**config.mk**
```make
export PLATFORM = sky130hd
export DESIGN_NAME = vga_timing_gen
export DESIGN_NICKNAME = d
export VERILOG_FILES = /design/src/rtl/vga_timing_gen.sv
export SDC_FILE = /design/constraint.sdc
export NUM_CORES = 1
export LEC_CHECK = 0
export CAP_MARGIN = 30
export CORE_MARGIN = 2
export CORE_UTILIZATION = 26
export DETAILED_ROUTE_END_ITERATION = 8
export PLACE_DENSITY = 0.55
export SETUP_SLACK_MARGIN = 0.05
export SLEW_MARGIN = 15
export SYNTH_ARGS = -nofsm -noshare
export SYNTH_HDL_FRONTEND = slang
export SYNTH_SLANG_ARGS = --single-unit
```
**constraint.sdc**
```tcl
create_clock -name clk -period 6.3 [get_ports clk]
set_input_delay 1.26 -clock clk [delete_from_list [all_inputs] [get_ports clk]]
set_output_delay 1.26 -clock clk [all_outputs]
set_load 0.05 [all_outputs]
```
**src/rtl/vga_timing_gen.sv**
```systemverilog
// vga_timing_gen: SVGA 800x600@60 raster timing generator.
// Produces registered horizontal/vertical pixel counters for the RGB fetch
// stage, plus hsync/vsync/video_on/line_start/frame_start decoded from those
// counters and delayed by SYNC_DELAY register stages so they line up with the
// fetch stage's registered colour output.
// Optional feature macro: VGA_TEST_PATTERN_EN adds tp_red/tp_green/tp_blue
// colour-bar outputs (registered, one cycle after the counters).
module vga_timing_gen #(
  parameter int   H_ACTIVE   = 800,
  parameter int   H_FP       = 40,
  parameter int   H_SYNC     = 128,
  parameter int   H_BP       = 88,
  parameter int   V_ACTIVE   = 600,
  parameter int   V_FP       = 1,
  parameter int   V_SYNC     = 4,
  parameter int   V_BP       = 23,
  parameter logic H_POL      = 1'b1,
  parameter logic V_POL      = 1'b1,
  parameter int   SYNC_DELAY = 1
) (
  input  logic        clk,
  input  logic        reset,
  input  logic        enable,
  output logic [10:0] count_rgb,
  output logic [9:0]  reset_count_rgb,
  output logic        hsync,
  output logic        vsync,
  output logic        video_on,
  output logic        line_start,
  output logic        frame_start,
  output logic [7:0]  frame_count
`ifdef VGA_TEST_PATTERN_EN
  ,
  output logic [1:0]  tp_red,
  output logic [1:0]  tp_green,
  output logic [1:0]  tp_blue
`endif
);

  localparam int H_TOTAL = H_ACTIVE + H_FP + H_SYNC + H_BP;
  localparam int V_TOTAL = V_ACTIVE + V_FP + V_SYNC + V_BP;

  localparam logic [10:0] H_MAX    = 11'(H_TOTAL - 1);
  localparam logic [9:0]  V_MAX    = 10'(V_TOTAL - 1);
  localparam logic [10:0] H_VIS    = 11'(H_ACTIVE);
  localparam logic [9:0]  V_VIS    = 10'(V_ACTIVE);
  localparam logic [10:0] HS_START = 11'(H_ACTIVE + H_FP);
  localparam logic [10:0] HS_END   = 11'(H_ACTIVE + H_FP + H_SYNC - 1);
  localparam logic [9:0]  VS_START = 10'(V_ACTIVE + V_FP);
  localparam logic [9:0]  VS_END   = 10'(V_ACTIVE + V_FP + V_SYNC - 1);

  // Inactive value of the decoded bundle {hsync, vsync, video_on, line_start, frame_start}
  localparam logic [4:0]  IDLE_VEC = {~H_POL, ~V_POL, 3'b000};

  // Counters must fit their ports and the pipeline has at most four stages.
  if (H_TOTAL > 2048 || V_TOTAL > 1024 || SYNC_DELAY > 4 || SYNC_DELAY < 0) begin : g_param_check
    $error("vga_timing_gen: H_TOTAL/V_TOTAL/SYNC_DELAY out of range");
  end

  logic [10:0] h_r;
  logic [9:0]  v_r;
  logic [7:0]  frame_count_r;

  logic        hsync_s;
  logic        vsync_s;
  logic        video_s;
  logic        line_start_s;
  logic        frame_start_s;
  logic [4:0]  dec_s;
  logic [4:0]  out_s;

  // Raster counters and completed-frame counter; frozen while enable is low.
  always_ff @(posedge clk) begin
    if (reset) begin
      h_r           <= 11'd0;
      v_r           <= 10'd0;
      frame_count_r <= 8'd0;
    end else if (enable) begin
      if (h_r == H_MAX) begin
        h_r <= 11'd0;
        if (v_r == V_MAX) begin
          v_r           <= 10'd0;
          frame_count_r <= frame_count_r + 8'd1;
        end else begin
          v_r <= v_r + 10'd1;
        end
      end else begin
        h_r <= h_r + 11'd1;
      end
    end
  end

  // Decode sync, active-region and start markers from the current counters.
  always_comb begin
    hsync_s       = ~H_POL;
    vsync_s       = ~V_POL;
    video_s       = 1'b0;
    line_start_s  = 1'b0;
    frame_start_s = 1'b0;
    if ((h_r >= HS_START) && (h_r <= HS_END)) begin
      hsync_s = H_POL;
    end else begin
      hsync_s = ~H_POL;
    end
    if ((v_r >= VS_START) && (v_r <= VS_END)) begin
      vsync_s = V_POL;
    end else begin
      vsync_s = ~V_POL;
    end
    if ((h_r < H_VIS) && (v_r < V_VIS)) begin
      video_s = 1'b1;
    end else begin
      video_s = 1'b0;
    end
    if (h_r == 11'd0) begin
      line_start_s  = 1'b1;
      frame_start_s = (v_r == 10'd0);
    end else begin
      line_start_s  = 1'b0;
      frame_start_s = 1'b0;
    end
  end

  assign dec_s = {hsync_s, vsync_s, video_s, line_start_s, frame_start_s};

  if (SYNC_DELAY == 0) begin : g_no_delay
    assign out_s = dec_s;
  end else begin : g_delay
    logic [4:0] pipe_r [SYNC_DELAY];

    // Delay line for the decoded bundle; shifts only on enabled edges.
    always_ff @(posedge clk) begin
      if (reset) begin
        for (int i = 0; i < SYNC_DELAY; i++) begin
          pipe_r[i] <= IDLE_VEC;
        end
      end else if (enable) begin
        pipe_r[0] <= dec_s;
        for (int i = 1; i < SYNC_DELAY; i++) begin
          pipe_r[i] <= pipe_r[i-1];
        end
      end
    end

    assign out_s = pipe_r[SYNC_DELAY-1];
  end

  assign count_rgb       = h_r;
  assign reset_count_rgb = v_r;
  assign frame_count     = frame_count_r;
  assign {hsync, vsync, video_on, line_start, frame_start} = out_s;

`ifdef VGA_TEST_PATTERN_EN
  logic [2:0] bar_s;

  // Colour-bar index: eight 100-pixel-wide bars across the visible line.
  always_comb begin
    bar_s = 3'(h_r / 11'd100);
  end

  // Registered test-pattern colour, black outside the active region.
  always_ff @(posedge clk) begin
    if (reset) begin
      tp_red   <= 2'b00;
      tp_green <= 2'b00;
      tp_blue  <= 2'b00;
    end else if (enable) begin
      if (video_s) begin
        tp_red   <= {bar_s[2], bar_s[2]};
        tp_green <= {bar_s[1], bar_s[1]};
        tp_blue  <= {bar_s[0], bar_s[0]};
      end else begin
        tp_red   <= 2'b00;
        tp_green <= 2'b00;
        tp_blue  <= 2'b00;
      end
    end
  end
`endif

endmodule

```
---- Word-level counts from Yosys, hierarchy flattened ----
Memories as Yosys holds them, arrays and structs flattened.
Cells that the tools add are included.
word-level totals
  bits in registers ....................... 29
  memory bits (writable) .................. 5
  input bits .............................. 3
  output and inout bits ................... 34
  memories kept ........................... 1
operators by class
  add/sub/neg operators ................... 3
  order comparisons ....................... 6
  equality and inequality tests ........... 2
  multiplexer cells ....................... 14
  reduce and logical (&&, ||, !) cells .... 8
memories
  name            depth  width  rd ports  clocked after Yosys merged registers in  wr ports  line  RTL
  g_delay.pipe_r  1      5      1         0                                        1         129   logic [4:0] pipe_r [SYNC_DELAY];
operator list
  cell                   count
  $add 11x1->11 const B  1
  $eq 11x11->1 const B   1
  $ge 11x10->1 const B   1
  $le 11x10->1 const B   1
  $logic_not 11->1       1
  $lt 11x10->1 const B   1
  $mux 1                 11
  $mux 11                1
  $add 10x1->10 const B  1
  $eq 10x10->1 const B   1
  $ge 10x10->1 const B   1
  $le 10x10->1 const B   1
  $logic_not 10->1       1
  $lt 10x10->1 const B   1
  $mux 10                1
  $add 8x1->8 const B    1
  $mux 5                 1
  $reduce_or 5->1        1
  $logic_and 1x1->1      3
  $reduce_and 3->1       1
  $reduce_and 2->1       1

---- Logic depth before layout (Yosys ltp) ----
  word-level depth ........................ 5
  mapped depth ............................ 8
  depth with buffers taken out ............ 5

---- Worst setup path after synthesis ----
Ideal clock, no wire load.
  path type ............................... in2reg
  from .................................... input port enable
  to ...................................... register frame_count_r[5] (netlist: frame_count[5])
  setup time .............................. 0.123 ns
  data arrival time ....................... 2.563 ns
  required time ........................... 6.177 ns
  path slack .............................. 3.613 ns
  stages on the path ...................... 5
  cell sequence ........................... nand3_1 or3_4 buf_6 nor4_1 mux2_1
between the ends
  word-level cells in the longest chain between the ends .. 1
RTL lines
  item                               line  RTL
  start: declaration                 23    input logic enable,
  $reduce_and 3->1 (no source line)  -
  end signal: assignment             83    frame_count_r <= frame_count_r + 8'd1;
  end: declaration                   62    logic [7:0] frame_count_r;
Every way passes these cells.
A chain may end at the register's enable or synchronous reset.

---- Worst setup path after layout ----
  from .................................... input port enable
  to ...................................... register frame_count_r[6] (netlist: frame_count[6])
The elaborated chain is that of the path after synthesis.

==> reports/qor.yml <==
avgSynthCellArea_um2: 8.610
place_congestion: 0.8000
start_util: 0.2674
htreeDepth: 2
cts_setup_buffers: 0
portBuffers: 36
syn2layout_area_growth_pct: 27.27
crit_fanout: 22
combPwrFrac: 0.076
fillers: 705
grt_max_degree: 23
clk-insertion-delay-late_ns: 0.29
grt.overflow.total: 0
post-place-cells: 332
switchingPower_uw: 98.98
clockPowerShare: 0.375
drc: 0
p_leak_nw: 0.7570
max-cap-violations: 0
core_um2: 6794
yosysSeqAreaShare: 0.4022
drive_above_1_share: 0.04098
initialDrtViolationCount: 112
rows: 30
boundaryPins: 37
first_global_vias: 1447
dpl.hpwl_um: 3071
yosysWarningCount: 0
cts_inserted_buffers: 5
vias: 1653
first_pass_iters: 4
startpoint_type: "primary input"
ir_worst_vdd_v: 0.00006019
synth_edf_count: 5
setup_tns_ns: 0
synth_cell_types: 42
hold_viol: 0
clock-sinks: 34
die_y_um: 87.59
synth_seq_cells: 34
swShare: 0.2412
worstPathRequired_ns: 6.47
antennaDiodeCount: 0
grt_pass1_wl_um: 7217
cts_tree: "yes"
status: "finished clean"
multi_input_area_um2: 979.7
powerDensity_nw_per_um2: 177.5
rsz0062_at_grt: "no"
ctsHoldBuffers: 0
clock_skew_ns: 0.008152
wirelength_um: 4403
clk_pin_slew_ns: 0.07
relSlewSlack: 0.4397
max_freq_mhz: 309.2
clockBufferDepth: 2
finish.instance_area_um2: 2312
crit_arrival_ns: 3.40
synth.net_count: 221
clockRootBuffer: "clkbuf_8"
stdcell_count: 340
slew_viol_final: 0
power_uw: 410.4
min_period_ns: 3.235
cts_resized: 0
vias_per_cell: 4.862
nets: 253
place_area_um2: 2232
finalSetupViolCount: 0
hold_class: "reg -> reg"
die_x_um: 87.59
worst_pin_slew_ns: 0.8340
ys_async_sr_fraction: 0
grt_util_all_layers: 0.1188
ff_latch_area_um2: 730.7
internal-power_uw: 311.4
wl_per_cell_um: 12.95
cp-end-kind: "register"
ant_nets: 0
grt_antenna_before_repair: 0
crit_type: "in -> reg"
power_frac_seq: 0.549
syn_area_um2: 1817
syn_inst: 211
synth-main-ff-cell: "dfxtp_1"
timing.final.crit_share: 0.5134
dieArea_um2: 7672
## critical path, stage by stage
cell and delay (ns):
clkdlybuf4s50_1 0.68, nand3_1 0.23, or3_4 0.55, nor4_1 0.33, mux2_1 0.35
## cell type report
cell class	instances	area share
Multi-Input combinational cell	155	0.4237
Sequential cell	34	0.3160
Timing Repair Buffer	36	0.1558
Tap cell	96	0.05195
Clock buffer	8	0.03463
Inverter	11	0.01786
## synthesized netlist by cell type, drive strengths merged, types with 4 or more instances
master  instances  area (µm²)
o31ai           4       30.03
inv            11       41.29
ha              7       87.58
nand2          13       48.80
dfxtp          29       580.6
nor3b           4       30.03
or4             6       45.04
nor2           21       78.83
or3             4       30.03
nor4            6       37.54
o21ai           8       40.03
buf             5       42.53
nor3            4       20.02
xor2            7       61.31
edfxtp          5       150.1
a21oi          16       80.08
nand4           8       50.05
nand3          11       55.05
clkbuf          6       22.52
and2            4       25.02
## registers in the layout (all words and copies together), names as in the netlist
signal / count
g_delay.pipe_r: 5
frame_count: 8
reset_count_rgb: 10
count_rgb: 11
## placed cells by master (no fill, tap or decap), types with 2 or more instances in the layout
cell | netlist | layout
a211oi_1 | 2 | 2
nor2b_1 | 3 | 3
nor3b_1 | 4 | 4
clkbuf_8 | 0 | 5
nand3_1 | 11 | 11
clkdlybuf4s50_1 | 0 | 36
ha_1 | 7 | 7
dfxtp_1 | 29 | 29
nand2b_1 | 2 | 2
and4_1 | 2 | 2
nor4_1 | 6 | 6
or4_1 | 6 | 6
a21oi_1 | 16 | 16
edfxtp_1 | 5 | 5
or2_2 | 3 | 3
nor3_1 | 4 | 4
clkbuf_1 | 6 | 3
o31ai_1 | 4 | 4
nand2_1 | 13 | 13
inv_1 | 11 | 11
xnor2_1 | 3 | 3
or3_1 | 3 | 3
and3_1 | 2 | 2
nand4_1 | 8 | 8
and2_1 | 4 | 4
nor2_1 | 21 | 21
mux2_1 | 3 | 3
o21ai_0 | 7 | 7
o311ai_0 | 3 | 3
xor2_1 | 7 | 7
## logic make-up after synthesis
family	Yosys count	share of synthesized area
buffers and inverters	22	0.05853
adders and majority gates	7	0.04821
DFF	34	0.4022
xor gates and xnor gates	10	0.04821
muxes	3	0.01859
and+or+nand+nor	95	0.2858
AOI/OAI and AO/OA	40	0.1384
## routing by layer
layer | up-vias | global-route usage | routed length [µm]
li1 | 831 | - | -
met3 | 4 | 0.03864 | 229
met5 | - | 0 | 0
met2 | 44 | 0.1763 | 1934
met1 | 774 | 0.1658 | 2195
met4 | 0 | 0.03217 | 43
## power groups by stage
stage          Clock (mW)  Sequential, mW  Combinational, mW
2_1_floorplan           0           0.242            0.00919
3_3_place_gp            0           0.230             0.0310
6_report            0.154           0.225             0.0311
4_1_cts             0.158           0.225             0.0313
3_5_place_dp            0           0.230             0.0314
5_1_grt             0.170           0.226             0.0333
## worst paths after layout
| check | cells past startpoint | startpoint | end | slack (ns) |
|---|---|---|---|---|
| max | 5 | enable | frame_count[6] | 3.07 |
| min | 2 | frame_count[1] | frame_count[1] | 0.52 |
| max reg2reg | 4 | reset_count_rgb[6] | frame_count[5] | 3.82 |
| min reg2reg | 2 | frame_count[1] | frame_count[1] | 0.52 |
## through the flow
step	util	hold slack (ns)	setup slack, ns
finish	0.3403	0.5202	3.065
global route	0.3403	0.5763	2.928
CTS	0.3403	0.5253	3.079
detailed placement	0.3285	0.5086	2.784
global placement	0.3285	0.5068	2.823
floorplan	-	0.7108	3.613
(Power assumes the default switching activity.)
